$ cat src/rtl/perceptron_trainer_if.sv
// Sample handshake, perceptron-side bus and per-sample/epoch report of the perceptron trainer.
// The trainer uses the slave modport; the sample source, perceptron and report consumer use the master side.
interface perceptron_trainer_if;
  logic        train_en;
  logic [15:0] init_w1;
  logic [15:0] init_w2;
  logic        init_ld;
  logic        s_valid;
  logic        s_ready;
  logic [15:0] s_x1;
  logic [15:0] s_x2;
  logic        s_target;
  logic [15:0] neur_IN1;
  logic [15:0] neur_IN2;
  logic [15:0] neur_weight1;
  logic [15:0] neur_weight2;
  logic [15:0] neur_result;
  logic [15:0] neur_weight1_new;
  logic [15:0] neur_weight2_new;
  logic        neur_weight1_ld;
  logic        neur_weight2_ld;
  logic        o_valid;
  logic        o_pred;
  logic        o_err;
  logic [7:0]  epoch_errors;
  logic        epoch_done;
  logic        converged;

  modport slave (
    input  train_en, init_w1, init_w2, init_ld,
    input  s_valid, s_x1, s_x2, s_target,
    output s_ready,
    output neur_IN1, neur_IN2, neur_weight1_new, neur_weight2_new,
    output neur_weight1_ld, neur_weight2_ld,
    input  neur_weight1, neur_weight2, neur_result,
    output o_valid, o_pred, o_err, epoch_errors, epoch_done, converged
  );

  modport master (
    output train_en, init_w1, init_w2, init_ld,
    output s_valid, s_x1, s_x2, s_target,
    input  s_ready,
    input  neur_IN1, neur_IN2, neur_weight1_new, neur_weight2_new,
    input  neur_weight1_ld, neur_weight2_ld,
    output neur_weight1, neur_weight2, neur_result,
    input  o_valid, o_pred, o_err, epoch_errors, epoch_done, converged
  );
endinterface

$ cat src/rtl/perceptron_trainer.sv
// Perceptron trainer: one sample in flight, accept-to-report SETTLE_CYCLES+2 (+1 with weight update).
// s_ready is high only in IDLE; a busy trainer simply leaves s_valid pending at the source.
module perceptron_trainer #(
  parameter int SETTLE_CYCLES = 2,
  parameter int LR_SHIFT      = 2,
  parameter int EPOCH_LEN     = 4
) (
  input logic                clk,
  input logic                rst,
  perceptron_trainer_if.slave bus
);

  localparam int SW = (SETTLE_CYCLES > 1) ? $clog2(SETTLE_CYCLES) : 1;

  typedef enum logic [2:0] {IDLE, INIT, SETTLE, EVAL, UPDATE, REPORT} state_t;

  state_t        state_q, state_d;
  logic [SW-1:0] settle_q, settle_d;
  logic [15:0]   x1_q, x1_d, x2_q, x2_d;
  logic [15:0]   nw1_q, nw1_d, nw2_q, nw2_d;
  logic          tgt_q, tgt_d, train_q, train_d;
  logic          pred_q, pred_d, err_q, err_d;
  logic          rep_pred_q, rep_pred_d, rep_err_q, rep_err_d;
  logic [7:0]    smp_cnt_q, smp_cnt_d, acc_q, acc_d, ep_err_q, ep_err_d;
  logic          conv_q, conv_d;
  logic          pred_c, err_c, last_c, ld_c;
  logic [7:0]    acc_inc;

  // Step toward the target class by x >>> LR_SHIFT, saturating to the Q4.12 range.
  function automatic logic [15:0] upd(input logic [15:0] w, input logic [15:0] x, input logic up);
    logic signed [15:0] d;
    logic [16:0]        s;
    d = $signed(x) >>> LR_SHIFT;
    s = up ? ({w[15], w} + {d[15], d}) : ({w[15], w} - {d[15], d});
    if (s[16] != s[15]) upd = s[16] ? 16'h8000 : 16'h7FFF;
    else                upd = s[15:0];
  endfunction

  always_comb begin
    state_d    = state_q;
    settle_d   = settle_q;
    x1_d       = x1_q;
    x2_d       = x2_q;
    nw1_d      = nw1_q;
    nw2_d      = nw2_q;
    tgt_d      = tgt_q;
    train_d    = train_q;
    pred_d     = pred_q;
    err_d      = err_q;
    rep_pred_d = rep_pred_q;
    rep_err_d  = rep_err_q;
    smp_cnt_d  = smp_cnt_q;
    acc_d      = acc_q;
    ep_err_d   = ep_err_q;
    conv_d     = conv_q;
    pred_c     = (bus.neur_result != 16'd0);
    err_c      = (pred_c != tgt_q);
    last_c     = (smp_cnt_q == 8'(EPOCH_LEN - 1));
    acc_inc    = (rep_err_q && acc_q != 8'hFF) ? acc_q + 8'd1 : acc_q;
    unique case (state_q)
      IDLE: begin
        if (bus.init_ld) begin
          nw1_d   = bus.init_w1;
          nw2_d   = bus.init_w2;
          state_d = INIT;
        end else if (bus.s_valid) begin
          x1_d     = bus.s_x1;
          x2_d     = bus.s_x2;
          tgt_d    = bus.s_target;
          settle_d = '0;
          state_d  = SETTLE;
        end
      end
      INIT: state_d = IDLE;
      SETTLE: begin
        if (settle_q == SW'(SETTLE_CYCLES - 1)) state_d = EVAL;
        else                                    settle_d = settle_q + SW'(1);
      end
      EVAL: begin
        pred_d  = pred_c;
        err_d   = err_c;
        train_d = bus.train_en;
        nw1_d   = upd(bus.neur_weight1, x1_q, tgt_q);
        nw2_d   = upd(bus.neur_weight2, x2_q, tgt_q);
        if (bus.train_en && err_c) begin
          state_d = UPDATE;
        end else begin
          rep_pred_d = pred_c;
          rep_err_d  = err_c;
          state_d    = REPORT;
        end
      end
      UPDATE: begin
        rep_pred_d = pred_q;
        rep_err_d  = err_q;
        state_d    = REPORT;
      end
      REPORT: begin
        state_d = IDLE;
        if (rep_err_q) conv_d = 1'b0;
        if (last_c) begin
          ep_err_d  = acc_inc;
          acc_d     = 8'd0;
          smp_cnt_d = 8'd0;
          if (acc_inc == 8'd0 && train_q) conv_d = 1'b1;
        end else begin
          acc_d     = acc_inc;
          smp_cnt_d = smp_cnt_q + 8'd1;
        end
      end
      default: state_d = IDLE;
    endcase
  end

  always_ff @(posedge clk) begin
    if (rst) begin
      state_q    <= IDLE;
      settle_q   <= '0;
      x1_q       <= '0;
      x2_q       <= '0;
      nw1_q      <= '0;
      nw2_q      <= '0;
      tgt_q      <= 1'b0;
      train_q    <= 1'b0;
      pred_q     <= 1'b0;
      err_q      <= 1'b0;
      rep_pred_q <= 1'b0;
      rep_err_q  <= 1'b0;
      smp_cnt_q  <= '0;
      acc_q      <= '0;
      ep_err_q   <= '0;
      conv_q     <= 1'b0;
    end else begin
      state_q    <= state_d;
      settle_q   <= settle_d;
      x1_q       <= x1_d;
      x2_q       <= x2_d;
      nw1_q      <= nw1_d;
      nw2_q      <= nw2_d;
      tgt_q      <= tgt_d;
      train_q    <= train_d;
      pred_q     <= pred_d;
      err_q      <= err_d;
      rep_pred_q <= rep_pred_d;
      rep_err_q  <= rep_err_d;
      smp_cnt_q  <= smp_cnt_d;
      acc_q      <= acc_d;
      ep_err_q   <= ep_err_d;
      conv_q     <= conv_d;
    end
  end

  assign ld_c                 = (state_q == INIT) || (state_q == UPDATE);
  assign bus.s_ready          = (state_q == IDLE) && !rst;
  assign bus.neur_IN1         = x1_q;
  assign bus.neur_IN2         = x2_q;
  assign bus.neur_weight1_ld  = ld_c;
  assign bus.neur_weight2_ld  = ld_c;
  assign bus.neur_weight1_new = ld_c ? nw1_q : 16'd0;
  assign bus.neur_weight2_new = ld_c ? nw2_q : 16'd0;
  assign bus.o_valid          = (state_q == REPORT);
  assign bus.o_pred           = rep_pred_q;
  assign bus.o_err            = rep_err_q;
  assign bus.epoch_done       = (state_q == REPORT) && last_c;
  assign bus.epoch_errors     = ep_err_q;
  assign bus.converged        = conv_q;

endmodule
$ cat src/flat_wrapper.sv
// flat-port wrapper written by rule: the top's interface ports become plain ports
module perceptron_trainer_flat 
#(
  parameter int SETTLE_CYCLES = 2,
  parameter int LR_SHIFT      = 2,
  parameter int EPOCH_LEN     = 4
)
  (clk, rst, bus_train_en, bus_init_w1, bus_init_w2, bus_init_ld, bus_s_valid, bus_s_x1, bus_s_x2, bus_s_target, bus_s_ready, bus_neur_IN1, bus_neur_IN2, bus_neur_weight1_new, bus_neur_weight2_new, bus_neur_weight1_ld, bus_neur_weight2_ld, bus_neur_weight1, bus_neur_weight2, bus_neur_result, bus_o_valid, bus_o_pred, bus_o_err, bus_epoch_errors, bus_epoch_done, bus_converged);
  perceptron_trainer_if bus_i ();
  input logic clk;
  input logic rst;
  input wire logic [$bits(bus_i.train_en)-1:0] bus_train_en;
  input wire logic [$bits(bus_i.init_w1)-1:0] bus_init_w1;
  input wire logic [$bits(bus_i.init_w2)-1:0] bus_init_w2;
  input wire logic [$bits(bus_i.init_ld)-1:0] bus_init_ld;
  input wire logic [$bits(bus_i.s_valid)-1:0] bus_s_valid;
  input wire logic [$bits(bus_i.s_x1)-1:0] bus_s_x1;
  input wire logic [$bits(bus_i.s_x2)-1:0] bus_s_x2;
  input wire logic [$bits(bus_i.s_target)-1:0] bus_s_target;
  output wire logic [$bits(bus_i.s_ready)-1:0] bus_s_ready;
  output wire logic [$bits(bus_i.neur_IN1)-1:0] bus_neur_IN1;
  output wire logic [$bits(bus_i.neur_IN2)-1:0] bus_neur_IN2;
  output wire logic [$bits(bus_i.neur_weight1_new)-1:0] bus_neur_weight1_new;
  output wire logic [$bits(bus_i.neur_weight2_new)-1:0] bus_neur_weight2_new;
  output wire logic [$bits(bus_i.neur_weight1_ld)-1:0] bus_neur_weight1_ld;
  output wire logic [$bits(bus_i.neur_weight2_ld)-1:0] bus_neur_weight2_ld;
  input wire logic [$bits(bus_i.neur_weight1)-1:0] bus_neur_weight1;
  input wire logic [$bits(bus_i.neur_weight2)-1:0] bus_neur_weight2;
  input wire logic [$bits(bus_i.neur_result)-1:0] bus_neur_result;
  output wire logic [$bits(bus_i.o_valid)-1:0] bus_o_valid;
  output wire logic [$bits(bus_i.o_pred)-1:0] bus_o_pred;
  output wire logic [$bits(bus_i.o_err)-1:0] bus_o_err;
  output wire logic [$bits(bus_i.epoch_errors)-1:0] bus_epoch_errors;
  output wire logic [$bits(bus_i.epoch_done)-1:0] bus_epoch_done;
  output wire logic [$bits(bus_i.converged)-1:0] bus_converged;
  assign bus_i.train_en = bus_train_en;
  assign bus_i.init_w1 = bus_init_w1;
  assign bus_i.init_w2 = bus_init_w2;
  assign bus_i.init_ld = bus_init_ld;
  assign bus_i.s_valid = bus_s_valid;
  assign bus_i.s_x1 = bus_s_x1;
  assign bus_i.s_x2 = bus_s_x2;
  assign bus_i.s_target = bus_s_target;
  assign bus_s_ready = bus_i.s_ready;
  assign bus_neur_IN1 = bus_i.neur_IN1;
  assign bus_neur_IN2 = bus_i.neur_IN2;
  assign bus_neur_weight1_new = bus_i.neur_weight1_new;
  assign bus_neur_weight2_new = bus_i.neur_weight2_new;
  assign bus_neur_weight1_ld = bus_i.neur_weight1_ld;
  assign bus_neur_weight2_ld = bus_i.neur_weight2_ld;
  assign bus_i.neur_weight1 = bus_neur_weight1;
  assign bus_i.neur_weight2 = bus_neur_weight2;
  assign bus_i.neur_result = bus_neur_result;
  assign bus_o_valid = bus_i.o_valid;
  assign bus_o_pred = bus_i.o_pred;
  assign bus_o_err = bus_i.o_err;
  assign bus_epoch_errors = bus_i.epoch_errors;
  assign bus_epoch_done = bus_i.epoch_done;
  assign bus_converged = bus_i.converged;
  perceptron_trainer #(.SETTLE_CYCLES(SETTLE_CYCLES), .LR_SHIFT(LR_SHIFT), .EPOCH_LEN(EPOCH_LEN)) u_core (.clk(clk), .rst(rst), .bus(bus_i));
endmodule
$ cat config.mk
export PLATFORM = sky130hd
export DESIGN_NAME = perceptron_trainer_flat
export DESIGN_NICKNAME = d
export VERILOG_FILES = /design/src/rtl/perceptron_trainer_if.sv /design/src/rtl/perceptron_trainer.sv /design/src/flat_wrapper.sv
export SDC_FILE = /design/constraint.sdc
export NUM_CORES = 1
export LEC_CHECK = 0
export BUFFER_PORTS_ARGS = -buffer_cell sky130_fd_sc_hd__buf_2
export CAP_MARGIN = 20
export CORE_MARGIN = 1.5
export CORE_UTILIZATION = 53
export DETAILED_ROUTE_END_ITERATION = 10
export HOLD_SLACK_MARGIN = 0.03
export PLACE_DENSITY = 0.93
export SLEW_MARGIN = 10
export SYNTH_ARGS = -nofsm -noshare
export SYNTH_HDL_FRONTEND = slang
export SYNTH_SLANG_ARGS = --single-unit
export TNS_END_PERCENT = 20
$ cat constraint.sdc
create_clock -name clk -period 4.5 [get_ports clk]
set_clock_uncertainty 0.15 [all_clocks]
set_input_delay 0.225 -clock clk [delete_from_list [all_inputs] [get_ports clk]]
set_output_delay 0.225 -clock clk [all_outputs]
set_load 0.01 [all_outputs]
Yosys cells after proc, flatten, opt, wreduce, memory -nomap -nowiden
Index checks and enable logic that the tools add are counted.
Cells by class
  reductions and logical operators: 19
  $add $sub $neg: 7
  eq/ne operators: 16
  bitwise operators: 1
  mux-type cells: 31
Operator list (number)
  $mux 16: 8
  $pmux 16 s2: 2
  $add 16x14->17: 2
  $mux 17: 2
  $sub 16x14->17: 2
  $mux 8: 3
  $add 8x1->8 const B: 2
  $reduce_bool 16->1: 1
  $pmux 3 s4: 1
  $mux 1: 9
  $mux 3: 3
  $eq 8x2->1 const B: 1
  $logic_not 8->1: 1
  $ne 2x2->1 const B: 4
  $ne 8x8->1 const B: 1
  $reduce_and 2->1: 4
  $eq 3x2->1 const B: 2
  $eq 3x3->1 const B: 2
  $pmux 1 s2: 3
  $reduce_and 3->1: 2
  $reduce_bool 2->1: 3
  $logic_and 1x1->1: 5
  $eq 3x1->1 const B: 1
  $logic_not 3->1: 1
  other kinds (7): 9
Storage, ports and cells
  bits in registers: 99
  logic and storage cells: 90
  output and inout port bits: 80
  input bits: 118

Longest topological paths before layout
Gate-level depths: netlist (run 1).
  word-level depth: 7
  gate-level depth with buffers: 16
  depth with buffers taken out: 14

Least setup slack after synthesis (run 1)
No wires, ideal clock.
  kind: register -> register
  start point: reg u_core.x2_q[2] (netlist: u_core.bus.neur_IN2[2])
  end point: reg u_core.nw2_q[11]
  stages on the path, launching flop included: 16
  library setup time: 0.136 ns
  data required time: 4.214 ns
  clock period less this slack: 3.784 ns
  arrival: 3.499 ns
  slack: 0.716 ns
  buffers on the path: 2
  cell sequence: dfxtp_1 -> inv_1 -> ha_1 -> or4b_4 -> nor4_4 -> a21oi_1 -> xor2_1 -> ha_1 -> clkbuf_1 -> and3_1 -> nand3_1 -> or3b_2 -> and3_1 -> buf_2 -> a21oi_1 -> o22ai_2
On the way
  longest elaborated chain between the ends: 5
  elaborated cells on any way between the ends: 7
  classes of those cells: add/sub: 2; eq/ne: 1; mux: 4
RTL lines
  from (decl): line perceptron_trainer.sv:19  | logic [15:0] x1_q, x1_d, x2_q, x2_d;
  from (signal assigned): line perceptron_trainer.sv:120  | x2_q <= '0;
  from (signal assigned): line perceptron_trainer.sv:137  | x2_q <= x2_d;
  $sub 16x14->17 or $add 16x14->17 (tied branches): line perceptron_trainer.sv:34  | s = up ? ({w[15], w} + {d[15], d}) : ({w[15], w} - {d[15], d});
  $mux 17 *: line perceptron_trainer.sv:34
  $mux 16 or $ne 1x1->1 (tied branches): line perceptron_trainer.sv:35  | if (s[16] != s[15]) upd = s[16] ? 16'h8000 : 16'h7FFF;
  $mux 16 *: line perceptron_trainer.sv:35
  $pmux 16 s2 *: line perceptron_trainer.sv:60  | unique case (state_q)
  to (signal assigned): line perceptron_trainer.sv:139  | nw2_q <= nw2_d;
  to (decl): line perceptron_trainer.sv:20  | logic [15:0] nw1_q, nw1_d, nw2_q, nw2_d;
Every way passes the cells marked *; elsewhere a longest branch is shown, timed or not.
A chain may end at the register's enable or synchronous reset.

Worst setup path after layout (run 1)
  start point: reg u_core.x2_q[3] (netlist: u_core.bus.neur_IN2[3])
  end point: reg u_core.nw2_q[2]
Same word-level chain as after synthesis.

==> results.sh, run 1 <==
export IMPL_status="complete, no violations"
export IMPL_drc=0
export IMPL_min_path_cells=3
export IMPL_first_iter_violations=510
export IMPL_syn_area_mm2=0.00688
export IMPL_synthSimpleGateAreaFrac_pct=23.6
export IMPL_min_to="u_core.nw2_q[6]$_SDFFE_PP0P_"
export IMPL_ant_nets=0
export IMPL_grt_use_met1_pct=32.7
export IMPL_r2r_start="u_core.bus.neur_IN2[3]$_SDFFE_PP0P_"
export IMPL_std_cell_rows=41
export IMPL_path_max_fanout=13
export IMPL_r2r_slack_ns=0.30
export IMPL_grt_pass1_wl_um=30800
export IMPL_setup_viol_count_final=0
export IMPL_dieHeight_um=117
export IMPL_internal_power_mw=1.99
export IMPL_fin_tns_setup_ns=0
export IMPL_r2r_cells=13
export IMPL_grt_overflow_total=0
export IMPL_clk_pin_slew_worst_paths_ns=0.07
export IMPL_power_frac_comb_pct=45.2
export IMPL_fin_crit_sh_pct=93.3
export IMPL_coreArea_mm2=0.0126
export IMPL_synthXorXnorAreaFrac_pct=8.53
export IMPL_ys_warnings_count=0
export IMPL_dieArea_mm2=0.0137
export IMPL_p_sw_share_pct=38.0
export IMPL_rsz0062_at_grt="false"
export IMPL_syn_nets=1027
export IMPL_grt_max_degree=70
export IMPL_chipWidth_um=117
export IMPL_viasPerCell=5.87
export IMPL_cap_viol_max_count=0
export IMPL_hold_viol=0
export IMPL_drv_slew=0
export IMPL_hold_class="in -> reg"
export IMPL_startpoint_type="flop"
export IMPL_syn2layout_area_growth_pct=25.7
export IMPL_critPathKind="reg -> reg"
export IMPL_synth_fa_ha_area_share_pct=7.46
export IMPL_synth_top_family_by_area="simple AND/OR/NAND/NOR gates"
export IMPL_nNetsFinal=1233
export IMPL_endpoint_kind="flop"
export IMPL_cts_sinks=99
export IMPL_final_cell_mix="buf_2, a21oi_1, nand2_1, dfxtp_1, nor2_1"
export IMPL_synth_edf_count=0
export IMPL_synthArstFlopShare_pct=0
export IMPL_ys_types=66
export IMPL_final_common_cell="buf_2"
export IMPL_seq_area_frac_synth_pct=28.8
export IMPL_cts_root_buffer_cell="clkbuf_16"
export IMPL_cts_made_buffers=9
export IMPL_synth_cells=871
export IMPL_cts_tree="built"
export IMPL_arrival_ns=4.27
export IMPL_hpwl_um=14000
export IMPL_io_pins=198
export IMPL_insertion_delay_ns=0.35
export IMPL_critPathRequiredTime_ns=4.57
export IMPL_power_density_mw_per_mm2=371
export IMPL_gp_congestion=0.891
export IMPL_vias=7366
export IMPL_worstReg2RegEnd="u_core.nw2_q[2]$_SDFFE_PP0P_"
export IMPL_synth_compound_area_share_pct=21.6
export IMPL_whs_ns=0.0435
export IMPL_grt_use_met2_pct=49.5
export IMPL_grt_pass1_vias=6718
export IMPL_hold_start="bus_init_w2[6]"
export IMPL_wl_per_cell_um=15.9
export IMPL_post_route_min_period_ns=4.20
export IMPL_pwr_share_clk_pct=24.7
export IMPL_worst_slew_pin_slew_ns=0.990
export IMPL_io_buffers=197
export IMPL_first_pass_iters=5
export IMPL_htree_levels=3
export IMPL_synth_seq_cells=99
export IMPL_totalWireLength_um=19900
export IMPL_synth_mux_area_share_pct=6.35
export IMPL_grt_total_usage_pct=28.4
export IMPL_fmax_mhz=238
export IMPL_initial_core_util_pct=54.5
export IMPL_top_usage_layer="met2"
export IMPL_antenna_found_initial=0
export IMPL_p_leak_nw=3.89
export IMPL_syn_avg_cell_area_um2=7.90
export IMPL_grt_util_met3_pct=4.84
export IMPL_pwr_share_seq_pct=30.1
export IMPL_relSlewSlack_pct=34.0
export IMPL_ir_worst_vdd_uv=193
export IMPL_drive_gt1_share_pct=22.9
export IMPL_synth_ff_type="dfxtp_1"
export IMPL_p_switching_mw=1.22
export IMPL_clockBufferDepth=2
==> per-layer routing <==
layer	vias to the layer above	share of wire [%]
li1	3537	-
met1	3385	40
met2	357	48
met3	87	7.2
met4	0	4.9
met5	-	0
==> area by class of cell <==
class	count	area [um^2]
multi-input combinational	711	4650
inverter	13	48.8
tap	172	215
antenna	1	2.50
clock buffer	11	243
timing repair buffer	243	1450
sequential	99	1980
clock inverter	5	57.6
fill	1000	3970
==> worst max-delay path, stage by stage (launching register included) <==
cell	delay (ns)
dfxtp_1	0.36
inv_1	0.07
ha_1	0.17
or4b_4	0.50
nor4_4	0.30
a21oi_1	0.14
xor2_1	0.16
ha_1	0.43
and3_1	0.26
nand3_1	0.13
or3b_2	0.48
and3_1	0.34
o21ai_4	0.40
o22ai_1	0.16
==> power by group through the flow <==
stage / sequential [mW] / clock (mW) / combinational, mW
6_report: 0.966 / 0.791 / 1.45
4_1_cts: 0.964 / 0.795 / 1.41
3_5_place_dp: 0.984 / 0 / 1.37
3_3_place_gp: 0.980 / 0 / 1.32
5_1_grt: 0.971 / 0.831 / 1.59
2_1_floorplan: 0.976 / 0 / 1.07
==> Yosys cell counts, types with 10 or more instances <==
| cell type | number | area share (%) |
|---|---|---|
| a21oi_1 | 114 | 8.3 |
| nand2_1 | 107 | 5.8 |
| dfxtp_1 | 99 | 29 |
| nor2_1 | 66 | 3.6 |
| and2_1 | 43 | 3.9 |
| xor2_1 | 42 | 5.3 |
| clkbuf_1 | 41 | 2.2 |
| mux2i_1 | 38 | 5.5 |
| ha_1 | 36 | 6.5 |
| nor3_1 | 25 | 1.8 |
| o21ai_0 | 24 | 1.7 |
| o22ai_1 | 20 | 1.8 |
| xnor2_1 | 20 | 2.5 |
| a211oi_1 | 14 | 1.5 |
| inv_1 | 13 | 0.71 |
| nand3_1 | 12 | 0.87 |
| nor4_1 | 11 | 1.0 |
| a21o_1 | 10 | 1.1 |
| nand2b_1 | 10 | 0.91 |
==> per-stage QoR <==
stage	power, mW	util [%]	cell area, um^2	instances	setup WS [ns]
floorplan	2.05	-	6880	871	0.716
global placement	2.30	62.8	7920	1197	0.443
detailed placement	2.35	62.8	7920	1197	0.327
CTS	3.17	68.1	8600	1251	0.327
global route	3.39	68.5	8640	1254	0.120
finish	3.21	68.5	8650	1255	0.302
==> state kept, by name (all words and copies together) (netlist names) <==
signal / cells
u_core.bus.neur_IN1: 16
u_core.bus.neur_IN2: 16
u_core.nw1_q: 16
u_core.nw2_q: 16
u_core.acc_q: 8
u_core.bus.epoch_errors: 8
u_core.smp_cnt_q: 8
u_core.state_q: 3
u_core.bus.converged: 1
u_core.bus.o_err: 1
u_core.bus.o_pred: 1
u_core.err_q: 1
u_core.pred_q: 1
u_core.settle_q: 1
u_core.tgt_q: 1
u_core.train_q: 1
==> cells by family after synthesis <==
group                      count (synthesis)
buffers and inverters                     61
AOI/OAI and AO/OA                        240
muxes                                     43
adders and majority gates                 40
DFF                                       99
and+or+nand+nor                          324
xor gates and xnor gates                  64
==> how the worst max path moves through the flow <==
| stage | depth (start not counted) | end | slack [ns] | start |
|---|---|---|---|---|
| 2_1_floorplan | 15 | u_core.nw2_q[11]$_SDFFE_PP0P_ | 0.72 | u_core.bus.neur_IN2[2]$_SDFFE_PP0P_ |
| 3_3_place_gp | 13 | u_core.nw2_q[2]$_SDFFE_PP0P_ | 0.44 | u_core.bus.neur_IN2[2]$_SDFFE_PP0P_ |
| 3_5_place_dp | 13 | u_core.nw2_q[2]$_SDFFE_PP0P_ | 0.33 | u_core.bus.neur_IN2[2]$_SDFFE_PP0P_ |
| 4_1_cts | 13 | u_core.nw2_q[2]$_SDFFE_PP0P_ | 0.33 | u_core.bus.neur_IN2[2]$_SDFFE_PP0P_ |
| 5_1_grt | 13 | u_core.nw2_q[2]$_SDFFE_PP0P_ | 0.12 | u_core.bus.neur_IN2[2]$_SDFFE_PP0P_ |
| 6_report | 13 | u_core.nw2_q[2]$_SDFFE_PP0P_ | 0.30 | u_core.bus.neur_IN2[3]$_SDFFE_PP0P_ |
==> what timing repair did <==
item,4_1_cts,5_1_grt
setup buffers,0,0
gates resized for setup,0,0
endpoints found under the hold margin,39,0
hold buffers,38,0
Power figures use the tool's default switching activity.
==> run 2: changes to the inputs <==
--- a/config.mk
+++ b/config.mk
@@ -9,7 +9,9 @@
 export CAP_MARGIN = 20
+export CELL_PAD_IN_SITES_DETAIL_PLACEMENT = 0
+export CELL_PAD_IN_SITES_GLOBAL_PLACEMENT = 2
 export CORE_MARGIN = 1.5
-export CORE_UTILIZATION = 53
+export CORE_UTILIZATION = 30
 export DETAILED_ROUTE_END_ITERATION = 10
 export HOLD_SLACK_MARGIN = 0.03
-export PLACE_DENSITY = 0.93
+export PLACE_DENSITY = 0.94
 export SLEW_MARGIN = 10
--- a/constraint.sdc
+++ b/constraint.sdc
@@ -4,2 +4,2 @@
 set_output_delay 0.225 -clock clk [all_outputs]
-set_load 0.01 [all_outputs]
+set_load 0.1 [all_outputs]
==> results.sh, run 2 (synthesis results as in run 1) <==
export IMPL_hpwl_um=15800
export IMPL_relSlewSlack_pct=35.2
export IMPL_post_route_min_period_ns=4.16
export IMPL_power_density_mw_per_mm2=383
export IMPL_cp_slowest_cell="or4b_4"
export IMPL_r2r_slack_ns=0.34
export IMPL_io_pins=198
export IMPL_arrival_ns=4.24
export IMPL_grt_total_usage_pct=17.0
export IMPL_critPathRequiredTime_ns=4.58
export IMPL_viasPerCell=4.91
export IMPL_drive_gt1_share_pct=23.0
export IMPL_m1WireLength_um=9920
export IMPL_nNetsFinal=1251
export IMPL_clockBufferDepth=2
export IMPL_fin_crit_sh_pct=92.4
export IMPL_hold_viol=0
export IMPL_cts_sinks=99
export IMPL_cts_setup_buffers=0
export IMPL_route_met3_wl_um=785
export IMPL_cp_cell_sequence="inv_1, ha_1, or4b_4, nor4_4, a21oi_1, xor2_1, ha_1, and3_1, nand3_1, or3b_2, and3_1, o21ai_4, o22ai_1"
export IMPL_whs_ns=0.0403
export IMPL_grt_max_degree=48
export IMPL_path_buf_inv=1
export IMPL_dieHeight_um=154
export IMPL_rsz0062_at_grt="false"
export IMPL_ant_nets=0
export IMPL_grt_overflow_total=0
export IMPL_initial_core_util_pct=30.5
export IMPL_antenna_found_initial=0
export IMPL_setup_viol_count_final=0
export IMPL_insertion_delay_ns=0.36
export IMPL_crit_family="simple AND/OR/NAND/NOR gates"
export IMPL_p_leak_nw=3.96
export IMPL_htree_levels=3
export IMPL_final_cell_mix="buf_2, a21oi_1, nand2_1, dfxtp_1, nor2_1"
export IMPL_startpoint_type="flop"
export IMPL_fin_tns_setup_ns=0
export IMPL_drv_slew=0
export IMPL_gp_congestion=0.877
export IMPL_grt_pass1_vias=6474
export IMPL_final_common_cell="buf_2"
export IMPL_critPathKind="reg -> reg"
export IMPL_cts_tree="built"
export IMPL_fmax_mhz=240
export IMPL_first_pass_iters=4
export IMPL_status="complete, no violations"
export IMPL_highest_layer="met4"
export IMPL_worst_slew_pin_slew_ns=0.972
export IMPL_first_iter_violations=272
export IMPL_chipWidth_um=154
export IMPL_totalWireLength_um=20400
export IMPL_total_power_mw=3.43
export IMPL_vias=6804
export IMPL_wl_met2_um=9380
export IMPL_ir_worst_vdd_uv=219
export IMPL_endpoint_kind="flop"
export IMPL_cts_root_buffer_cell="clkbuf_16"
export IMPL_io_buffers=197
export IMPL_coreArea_mm2=0.0226
export IMPL_hold_buffers=53
export IMPL_clk_pin_slew_worst_paths_ns=0.07
export IMPL_nFillCells=2398
export IMPL_wl_per_cell_um=14.7
export IMPL_std_cell_rows=55
export IMPL_hold_class="in -> reg"
export IMPL_dieArea_mm2=0.0238
export IMPL_drc=0
export IMPL_cts_made_buffers=9
export IMPL_syn2layout_area_growth_pct=30.3
export IMPL_grt_pass1_wl_um=32800
export IMPL_cap_viol_max_count=0
export IMPL_cts_resized=0
export IMPL_path_max_fanout=13
export IMPL_worst_path_largest_cell_delay_ns=0.49
run 2: worst paths after layout:
| check | start | end | depth (start not counted) |
|---|---|---|---|
| setup reg to reg | u_core.bus.neur_IN2[2]$_SDFFE_PP0P_ | u_core.nw2_q[0]$_SDFFE_PP0P_ | 13 |
| hold reg to reg | u_core.bus.neur_IN2[0]$_SDFFE_PP0P_ | u_core.bus.neur_IN2[0]$_SDFFE_PP0P_ | 2 |
| hold / removal | bus_init_w2[9] | u_core.nw2_q[9]$_SDFFE_PP0P_ | 3 |
| setup / recovery | u_core.bus.neur_IN2[2]$_SDFFE_PP0P_ | u_core.nw2_q[0]$_SDFFE_PP0P_ | 13 |
run 2: area by class of cell:
cell class	instances	area (um^2)	share of cell area [%]
diodes	1	2.50	0.0279
clock buffers	9	225	2.51
inverters	13	48.8	0.545
well taps	285	357	3.98
multi-input cells	711	4650	51.9
repair buffers	261	1610	18.0
clock inverters	7	83.8	0.935
flip-flops and latches	99	1980	22.1
run 2: report_power, final:
| group | switching (mW) | internal [mW] |
|---|---|---|
| Sequential | 0.0399 | 0.923 |
| Clock | 0.387 | 0.442 |
| Combinational | 1.01 | 0.627 |
run 2: worst min-delay path, cell delays in order:
cell	delay (ns)
buf_2	0.08
mux2i_1	0.07
o22ai_1	0.13
run 2: metrics by stage:
step | setup WS (ns) | util, % | area [um^2] | instances
2_1_floorplan | 0.267 | - | 6880 | 871
3_3_place_gp | 0.365 | 35.9 | 8090 | 1314
3_5_place_dp | 0.328 | 35.9 | 8090 | 1314
4_1_cts | 0.314 | 39.6 | 8930 | 1383
5_1_grt | 0.0857 | 39.7 | 8960 | 1385
6_report | 0.340 | 39.7 | 8960 | 1386
run 2: routing by layer:
layer,vias to the layer above,track usage (%)
met5,-,0
met4,0,4.12
met3,17,2.97
met2,145,28.8
met1,3083,22.4
li1,3559,-
==> run 3: changes to the inputs <==
CORE_ASPECT_RATIO = 1.5   (was not set)
==> results.sh, run 3 (synthesis results as in run 1) <==
export IMPL_status="complete, no violations"
export IMPL_crit_path_start="u_core.bus.neur_IN2[2]$_SDFFE_PP0P_"
export IMPL_cap_viol_max_count=0
export IMPL_design_area_mm2=0.00898
export IMPL_cts_resized=0
export IMPL_worst_slew_pin_slew_ns=1.02
export IMPL_fin_crit_sh_pct=93.1
export IMPL_critPathKind="reg -> reg"
export IMPL_crit_family="simple AND/OR/NAND/NOR gates"
export IMPL_cts_sinks=99
export IMPL_grt_pass1_wl_um=33300
export IMPL_nNetsFinal=1257
export IMPL_insertion_delay_ns=0.36
export IMPL_setup_viol_count_final=0
export IMPL_first_pass_iters=4
export IMPL_fin_tns_setup_ns=0
export IMPL_dp_cells=1306
export IMPL_grt_total_usage_pct=17.5
export IMPL_coreArea_mm2=0.0225
export IMPL_drc=0
export IMPL_vias=6905
export IMPL_grt_max_degree=75
export IMPL_stdcell_count=1381
export IMPL_rsz0062_at_grt="false"
export IMPL_gp_congestion=0.841
export IMPL_endpoint_kind="flop"
export IMPL_path_buf_inv=1
export IMPL_total_power_mw=3.36
export IMPL_io_buffers=197
export IMPL_arrival_ns=4.27
export IMPL_std_cell_rows=67
export IMPL_dieArea_mm2=0.0239
export IMPL_r2r_start="u_core.bus.neur_IN2[2]$_SDFFE_PP0P_"
export IMPL_cp_cell_sequence="inv_1, ha_1, or4b_4, nor4_4, a31oi_1, xor2_1, ha_1, and3_1, and2_1, or3b_2, and3_1, o21ai_4, o22ai_1"
export IMPL_cts_tree="built"
export IMPL_cp_slowest_cell="or4b_4"
export IMPL_cts_made_buffers=9
export IMPL_ant_nets=0
export IMPL_dieHeight_um=188
export IMPL_final_cell_mix="buf_2, a21oi_1, nand2_1, dfxtp_1, nor2_1"
export IMPL_cts_root_buffer_cell="clkbuf_16"
export IMPL_clk_pin_slew_worst_paths_ns=0.07
export IMPL_wl_per_cell_um=15.1
export IMPL_final_common_cell="buf_2"
export IMPL_htree_levels=3
export IMPL_hold_viol=0
export IMPL_hpwl_um=16100
export IMPL_relSlewSlack_pct=31.9
export IMPL_chipWidth_um=127
export IMPL_diodes=0
export IMPL_first_iter_violations=207
export IMPL_hold_class="in -> reg"
export IMPL_post_route_min_period_ns=4.19
export IMPL_power_density_mw_per_mm2=375
export IMPL_ir_worst_vdd_uv=200
export IMPL_initial_core_util_pct=30.6
export IMPL_placed_area_mm2=0.00809
export IMPL_viasPerCell=5.00
export IMPL_grt_pass1_vias=6744
export IMPL_antenna_found_initial=0
export IMPL_syn2layout_area_growth_pct=30.6
export IMPL_drive_gt1_share_pct=22.9
export IMPL_p_leak_nw=3.98
export IMPL_grt_overflow_total=0
export IMPL_worst_path_largest_cell_delay_ns=0.50
export IMPL_clockBufferDepth=2
export IMPL_critPathRequiredTime_ns=4.58
export IMPL_nFillCells=2346
export IMPL_fmax_mhz=239
export IMPL_io_pins=198
export IMPL_startpoint_type="flop"
export IMPL_hold_start="bus_init_w2[4]"
export IMPL_drv_slew=0
export IMPL_totalWireLength_um=20800
export IMPL_whs_ns=0.0438
export IMPL_path_max_fanout=13
run 3: repair_timing:
action,in CTS,in global routing
setup buffers,0,0
hold buffers,58,0
endpoints found under the hold margin,58,0
run 3: layout make-up:
| cell class | instances | area [um^2] | share of cell area [%] |
|---|---|---|---|
| clock buffer | 9 | 225 | 2.51 |
| timing repair buffer | 267 | 1670 | 18.6 |
| clock inverter | 6 | 56.3 | 0.627 |
| sequential | 99 | 1980 | 22.1 |
| multi-input combinational | 711 | 4650 | 51.8 |
| tap | 276 | 345 | 3.85 |
| inverter | 13 | 48.8 | 0.543 |
run 3: path summary, 6_finish.rpt:
kind / to / slack [ns] / cells after the start
setup / recovery: u_core.nw2_q[2]$_SDFFE_PP0P_ / 0.31 / 13
hold / removal: u_core.nw2_q[4]$_SDFFE_PP0P_ / 0.04 / 3
setup reg to reg: u_core.nw2_q[2]$_SDFFE_PP0P_ / 0.31 / 13
hold reg to reg: u_core.bus.neur_IN2[0]$_SDFFE_PP0P_ / 0.30 / 2
run 3: power by group:
part           switching, mW  leakage, nW  internal (mW)
logic                  0.996         3.03          0.632
clock network          0.384        0.137          0.386
registers             0.0417        0.806          0.923
run 3: tightest hold or removal path, cell delays in order:
cell and delay, ns:
buf_2 0.08, mux2i_1 0.06, o22ai_1 0.14
run 3: layer usage:
| metal | wire, um | share of wire (%) | vias up | global-route usage, % |
|---|---|---|---|---|
| met2 | 10900 | 52 | 141 | 32.6 |
| met4 | 506 | 2.4 | 0 | 6.32 |
| met3 | 626 | 3.0 | 31 | 3.01 |
| met5 | 0 | 0 | - | 0 |
| li1 | - | - | 3582 | - |
| met1 | 8770 | 42 | 3151 | 19.6 |
run 3: stage by stage:
step / util, % / worst slack, ns
floorplan: - / 0.267
global placement: 36.0 / 0.361
detailed placement: 36.0 / 0.278
CTS: 39.8 / 0.260
global route: 40.0 / 0.0151
finish: 40.0 / 0.308
